**config.mk**
```make
export PLATFORM = sky130hd
export DESIGN_NAME = dmem_arbiter
export DESIGN_NICKNAME = d
export VERILOG_FILES = /design/src/rtl/cpu_pkg.sv /design/src/rtl/dmem_arb_starve_ctr.sv /design/src/rtl/dmem_arbiter.sv
export SDC_FILE = /design/constraint.sdc
export NUM_CORES = 1
export LEC_CHECK = 0
export ABC_AREA = 1
export CORE_AREA = 2 2 94 96
export DETAILED_ROUTE_END_ITERATION = 16
export DIE_AREA = 0 0 96 98
export PLACE_DENSITY = 0.61
export SLEW_MARGIN = 20
export SYNTH_ARGS = -nofsm -noshare
export SYNTH_HDL_FRONTEND = slang
export SYNTH_SLANG_ARGS = --single-unit
```
**constraint.sdc**
```tcl
create_clock -name clk -period 1.1 [get_ports clk]
set_input_delay 0.22 -clock clk [delete_from_list [all_inputs] [get_ports clk]]
set_output_delay 0.22 -clock clk [all_outputs]
set_load 0.005 [all_outputs]
```
**src/rtl/cpu_pkg.sv**
```systemverilog
// Shared CPU-side definitions: memory geometry and data-memory arbiter types.
package cpu_pkg;
  localparam int MEM_ADDR_WIDTH = 8;
  localparam int MEM_DATA_WIDTH = 32;

  // Arbiter mode: CPU priority, or one forced host cycle after starvation.
  typedef enum logic {ARB_NORM, ARB_FORCE} dmem_arb_state_t;

  localparam int DMEM_ARB_STARVE_DEFAULT = 4;
endpackage

```
**src/rtl/dmem_arb_starve_ctr.sv**
```systemverilog
// Host starvation guard: counts consecutive host cycles lost to the CPU and
// raises o_force_host for exactly one cycle once STARVE_LIMIT is reached.
module dmem_arb_starve_ctr
  import cpu_pkg::*;
#(
  parameter int STARVE_LIMIT = DMEM_ARB_STARVE_DEFAULT
) (
  input  logic i_clk,
  input  logic i_rst_n,
  input  logic i_host_req,
  input  logic i_cpu_any,
  output logic o_force_host
);
  localparam logic [3:0] LIM_M1 = 4'(STARVE_LIMIT - 1);

  dmem_arb_state_t r_state, w_state_nxt;
  logic [3:0]      r_cnt, w_cnt_nxt;
  logic            w_lose;

  // Next state: the host only loses in NORM (FORCE grants any request);
  // losing at the limit enters FORCE, which always lasts one cycle.
  always_comb begin
    w_state_nxt = ARB_NORM;
    w_cnt_nxt   = '0;
    w_lose      = i_host_req & i_cpu_any & (r_state == ARB_NORM);
    if (w_lose) begin
      if (r_cnt == LIM_M1) begin
        w_state_nxt = ARB_FORCE;
      end else begin
        w_cnt_nxt = r_cnt + 4'd1;
      end
    end
  end

  // State and counter registers.
  always_ff @(posedge i_clk or negedge i_rst_n) begin
    if (!i_rst_n) begin
      r_state <= ARB_NORM;
      r_cnt   <= '0;
    end else begin
      r_state <= w_state_nxt;
      r_cnt   <= w_cnt_nxt;
    end
  end

  assign o_force_host = (r_state == ARB_FORCE);
endmodule

```
**src/rtl/dmem_arbiter.sv**
```systemverilog
// Data SRAM arbiter between the CPU load/store port and the host/debug port.
// CPU wins by default. Define DMEM_ARB_STARVE_EN to add the starvation guard
// (forced host grant with a one-cycle CPU stall); otherwise fixed CPU priority.
module dmem_arbiter
  import cpu_pkg::*;
#(
  parameter int MEM_ADDR_WIDTH = cpu_pkg::MEM_ADDR_WIDTH,
  parameter int MEM_DATA_WIDTH = cpu_pkg::MEM_DATA_WIDTH,
  parameter int STARVE_LIMIT   = DMEM_ARB_STARVE_DEFAULT
) (
  input  logic                      clk,
  input  logic                      rst,
  input  logic                      cpu_ren,
  input  logic [MEM_ADDR_WIDTH-1:0] cpu_raddr,
  input  logic                      cpu_wen,
  input  logic [MEM_ADDR_WIDTH-1:0] cpu_waddr,
  input  logic [MEM_DATA_WIDTH-1:0] cpu_wdata,
  output logic [MEM_DATA_WIDTH-1:0] cpu_rdata,
  output logic                      cpu_stall,
  input  logic                      host_req,
  input  logic                      host_we,
  input  logic [MEM_ADDR_WIDTH-1:0] host_addr,
  input  logic [MEM_DATA_WIDTH-1:0] host_wdata,
  output logic                      host_gnt,
  output logic                      host_rvalid,
  output logic [MEM_DATA_WIDTH-1:0] host_rdata,
  output logic                      mem_ren,
  output logic [MEM_ADDR_WIDTH-1:0] mem_raddr,
  input  logic [MEM_DATA_WIDTH-1:0] mem_rdata,
  output logic                      mem_wen,
  output logic [MEM_ADDR_WIDTH-1:0] mem_waddr,
  output logic [MEM_DATA_WIDTH-1:0] mem_wdata
);
  if (STARVE_LIMIT < 1 || STARVE_LIMIT > 15) begin : g_bad_limit
    $error("dmem_arbiter: STARVE_LIMIT must be 1..15");
  end

  logic w_cpu_any;
  logic w_force;
  logic w_host_gnt;
  logic r_rd_host;

  assign w_cpu_any = cpu_ren | cpu_wen;

`ifdef DMEM_ARB_STARVE_EN
  dmem_arb_starve_ctr #(
    .STARVE_LIMIT(STARVE_LIMIT)
  ) u_starve (
    .i_clk       (clk),
    .i_rst_n     (rst),
    .i_host_req  (host_req),
    .i_cpu_any   (w_cpu_any),
    .o_force_host(w_force)
  );
  // Only an actual host request in the forced cycle bumps the CPU.
  assign cpu_stall = w_force & host_req & w_cpu_any;
`else
  assign w_force   = 1'b0;
  assign cpu_stall = 1'b0;
`endif

  // Grant is masked during reset so nothing reaches the host while held.
  assign w_host_gnt = rst & host_req & (~w_cpu_any | w_force);
  assign host_gnt   = w_host_gnt;

  // SRAM port steering: a granted host owns both ports, else CPU passes through.
  always_comb begin
    mem_ren   = cpu_ren;
    mem_raddr = cpu_raddr;
    mem_wen   = cpu_wen;
    mem_waddr = cpu_waddr;
    mem_wdata = cpu_wdata;
    if (w_host_gnt) begin
      mem_ren   = ~host_we;
      mem_raddr = host_addr;
      mem_wen   = host_we;
      mem_waddr = host_addr;
      mem_wdata = host_wdata;
    end
  end

  // Track read ownership for the 1-cycle SRAM return; reset drops it.
  always_ff @(posedge clk or negedge rst) begin
    if (!rst) r_rd_host <= 1'b0;
    else      r_rd_host <= w_host_gnt & ~host_we;
  end

  assign host_rvalid = r_rd_host;
  assign host_rdata  = r_rd_host ? mem_rdata : '0;
  assign cpu_rdata   = mem_rdata;
endmodule

```
# Yosys cells after proc, flatten, opt, wreduce, memory -nomap -nowiden
# Index checks and enable logic that the tools add are counted.
totals:
  ff_bits: 1
  latch_bits: 0
  ram_bits: 0
  romBits: 0
  input_bits: 126
  out_inout_bits: 117
  wordCells: 13
  memories: 0
classes:
  add_sub_neg: 0
  multipliers: 0
  div: 0
  n_lt_le_gt_ge: 0
  eq_ne: 0
  shifts: 0
  n_mux: 6
  n_bitwise: 6
  reduce_logical: 0
ops:
  columns: ["cell", "n"]
  rows:
  - ["32-bit 2-to-1 mux", 2]
  - ["8-bit 2-to-1 mux", 2]
  - ["1-bit bitwise AND", 3]
  - ["1-bit 2-to-1 mux", 2]
  - ["1-bit inverter", 2]
  - ["1-bit bitwise OR", 1]

# Logic depth before layout (Yosys ltp)
logic_depth:
  ltp_word: 4
  mapped_depth: 7

# Worst setup path after synthesis
# No wires, ideal clock.
synth_timing:
  path_type: "input to output"
  from: "input port cpu_wen"
  to: "output port mem_waddr[0]"
  arrival_time_ns: 0.822
  t_required_ns: 0.880
  path_slack_ns: 0.058
  path_stages: 6
  path_buffers: 2
  path_cell_list: "nor2_4 -> nand2_2 -> buf_4 -> buf_6 -> nand2_1 -> nand2_1"
synth_between:
  elab_chain_len: 4
synth_rtl:
  columns: ["item", "line_no", "rtl"]
  rows:
  - ["from (decl)", "dmem_arbiter.sv:15", "input logic cpu_wen,"]
  - ["1-bit bitwise OR", "dmem_arbiter.sv:43", "assign w_cpu_any = cpu_ren | cpu_wen;"]
  - ["1-bit inverter", "dmem_arbiter.sv:63", "assign w_host_gnt = rst & host_req & (~w_cpu_any | w_force);"]
  - ["1-bit bitwise AND", "dmem_arbiter.sv:63", null]
  - ["8-bit 2-to-1 mux", "dmem_arbiter.sv:73", "if (w_host_gnt) begin"]
  - ["to (decl)", "dmem_arbiter.sv:31", "output logic [MEM_ADDR_WIDTH-1:0] mem_waddr,"]
# Every way passes these cells.

# Worst setup path in the final report
layout_timing:
  from: "input port cpu_wen"
  to: "output port mem_wdata[8]"
layout_between:
  elab_chain_len: 4
layout_rtl:
  columns: ["item", "line_no", "rtl"]
  rows:
  - ["1-bit bitwise OR", "dmem_arbiter.sv:43", null]
  - ["1-bit inverter", "dmem_arbiter.sv:63", null]
  - ["1-bit bitwise AND", "dmem_arbiter.sv:63", null]
  - ["32-bit 2-to-1 mux", "dmem_arbiter.sv:73", null]
  - ["to (decl)", "dmem_arbiter.sv:32", "output logic [MEM_DATA_WIDTH-1:0] mem_wdata"]
# Every way passes these cells.

==> results_dict.tcl <==
set metrics [dict create \
    period_share_pct 127 \
    pwr-share-clk_pct 0 \
    drt-initial-drc-count 14 \
    swShare_pct 36.0 \
    synth_area_per_cell_um2 4.62 \
    postCtsHoldBufs 0 \
    irDropWorstVdd_v 0.000146 \
    io_buffer_count 241 \
    rows 34 \
    crit_path_start "cpu_wen" \
    end_kind "output port" \
    core_area_um2 8470 \
    chipWidth_um 96 \
    drv_cap 0 \
    p_int_w 0.000905 \
    antenna_found_initial 0 \
    critPathTopFamily "buffers and inverters" \
    hold_path.class "input pin to asynchronous set/reset pin" \
    ys_seq_area_share_pct 2.06 \
    grt_use_total_pct 17.1 \
    ys_warn_count 0 \
    cp_max_fo 7 \
    dp_hpwl_mm 5.77 \
    drt-vias-per-instance 4.17 \
    synth_top_area_share_pct 40.4 \
    vias 2604 \
    synthesis.nets 389 \
    yosysUniqueCellTypes 13 \
    rsz0062_at_grt "yes" \
    crit_chain "buf_8 -> nor2_4 -> buf_6 -> nand2_8 -> buf_12 -> buf_8 -> nand2_2 -> nand2_1 -> buf_2" \
    synth_seq_cells 1 \
    drive_above_1_share_pct 56.8 \
    final_common_cell "clkdlybuf4s50_1" \
    crit_path_top_delay_cell "buf_12" \
    stdcell_area_um2 4590 \
    dpl_cell_area_um2 3570 \
    largest_reg_flops 1 \
    power-per-cell-area_nw_per_um2 308 \
    die_area_um2 9410 \
    slew_violations 0 \
    critPathBufInv 5 \
    drc_errors 0 \
    dr.pass1.iters 4 \
    critPathRequiredTime_ns 0.88 \
    path_depth 9 \
    gr-total-overflow 0 \
    grt_pass1_vias 2649 \
    endpoint "mem_wdata[8]" \
    clk_pin_slew_ns 0 \
    synthTopCellsByArea "nand2_1 (40%), buf_4 (21%), nand3_1 (17%)" \
    synth_cells 263 \
    critPathKind "input pin to output port" \
    period_minus_slack_ns 1.40 \
    hold_viol 0 \
    leakagePower_nw 2.54 \
    combPwrFrac_pct 97.2 \
    worst_setup_path_start_kind "input pin" \
    cpMostUsedCell "buf_8" \
    status "complete, but fails checks" \
    fillers 795 \
    ioPinCount 243 \
    grt_pass1_wl_mm 12.9 \
    routed_wl_mm 8.79 \
    area_growth_syn_to_layout_pct 277 \
    wire_per_inst_um 14.1 \
    finalSetupViolCount 78 \
    die_y_um 98 \
    critPathMaxStageDelay_ns 0.16 \
    timing.final.ws_setup_ns -0.299 \
    crit_arrival_ns 1.18 \
    grt_max_degree 12 \
    synth_top_cell_by_area "nand2_1" \
    start_util_pct 14.4 \
    diodes 0 \
    synth_area_um2 1220 \
    seq_power_share_pct 2.8 \
    nNetsFinal 644 \
    layout_common_cells "clkdlybuf4s50_1 (90), buf_2 (59), nand2_1 (56)" \
    routabilityCongestion 0.874 \
    fmax_mhz 715 \
    tns_ns -13.08 \
    switching_power_w 0.000509 \
    violations "setup timing" \
    final_antenna_net_count 0 \
    pre_cts_slack_ns -0.972 \
]
[worst min path at each step]
stage                             to  slack (ns)  depth (start not counted)
2_1_floorplan  host_rvalid$_DFF_PN0_       -0.08                          0
3_3_place_gp   host_rvalid$_DFF_PN0_        0.52                          2
3_5_place_dp   host_rvalid$_DFF_PN0_        0.52                          2
4_1_cts        host_rvalid$_DFF_PN0_        0.08                          2
5_1_grt        host_rvalid$_DFF_PN0_        0.10                          2
6_report       host_rvalid$_DFF_PN0_        0.09                          2
[Yosys cell counts (all sizes together)]
cell	n
buf	41
clkbuf	8
conb	1
dfrtp	1
inv	37
nand2	132
nand3	41
nand3b	1
nor2	1
[power groups by stage]
| stage | Sequential [W] | Clock, W | Combinational (W) |
|---|---|---|---|
| 2_1_floorplan | 0.0000388 | 0 | 0.000302 |
| 3_3_place_gp | 0.0000385 | 0 | 0.00113 |
| 3_5_place_dp | 0.0000385 | 0 | 0.00114 |
| 4_1_cts | 0.0000398 | 0 | 0.00131 |
| 5_1_grt | 0.0000393 | 0 | 0.00147 |
| 6_report | 0.0000392 | 0 | 0.00137 |
[area by class of cell]
class / count / area (µm²) / area share, %
timing repair buffer: 302 / 3060 / 66.7
multi-input combinational: 176 / 1220 / 26.5
inverter: 37 / 149 / 3.24
tap: 108 / 135 / 2.94
sequential: 1 / 26.3 / 0.573
[what timing repair did]
item | 4_1_cts | 5_1_grt
gates resized for setup | 566 | 125
setup endpoints to repair | 117 | 83
cloned | 15 | 0
pin swaps | 38 | 17
buffers inserted | 39 | 5
[routing by layer]
layer,track usage (%),routed length (µm),vias to the layer above,share of wire (%)
li1,-,-,1270,-
met3,4.01,933,18,11
met2,35.4,4920,162,56
met1,16.2,2760,1154,31
met5,0,0,-,0
met4,3.52,178,0,2.0
[per-stage QoR]
step                      utilization (%)  cells  total power, W  hold slack (ns)
after floorplan                         -    263        0.000341          -0.0756
after global placement               42.2    573         0.00117            0.519
after detailed placement             42.2    573         0.00118            0.522
after CTS                            50.9    625         0.00135           0.0845
after global routing                 54.2    624         0.00151            0.100
final                                54.2    624         0.00141           0.0920
[logic make-up (layout without fill, tap and decap cells)]
family                 count (synthesis)  in the layout  synth area share, %
buffers and inverters                 86            339                 38.3
other                                  1              1                0.308
DFF                                    1              1                 2.06
and+or+nand+nor                      175            175                 59.4
(Power assumes the default switching activity.)
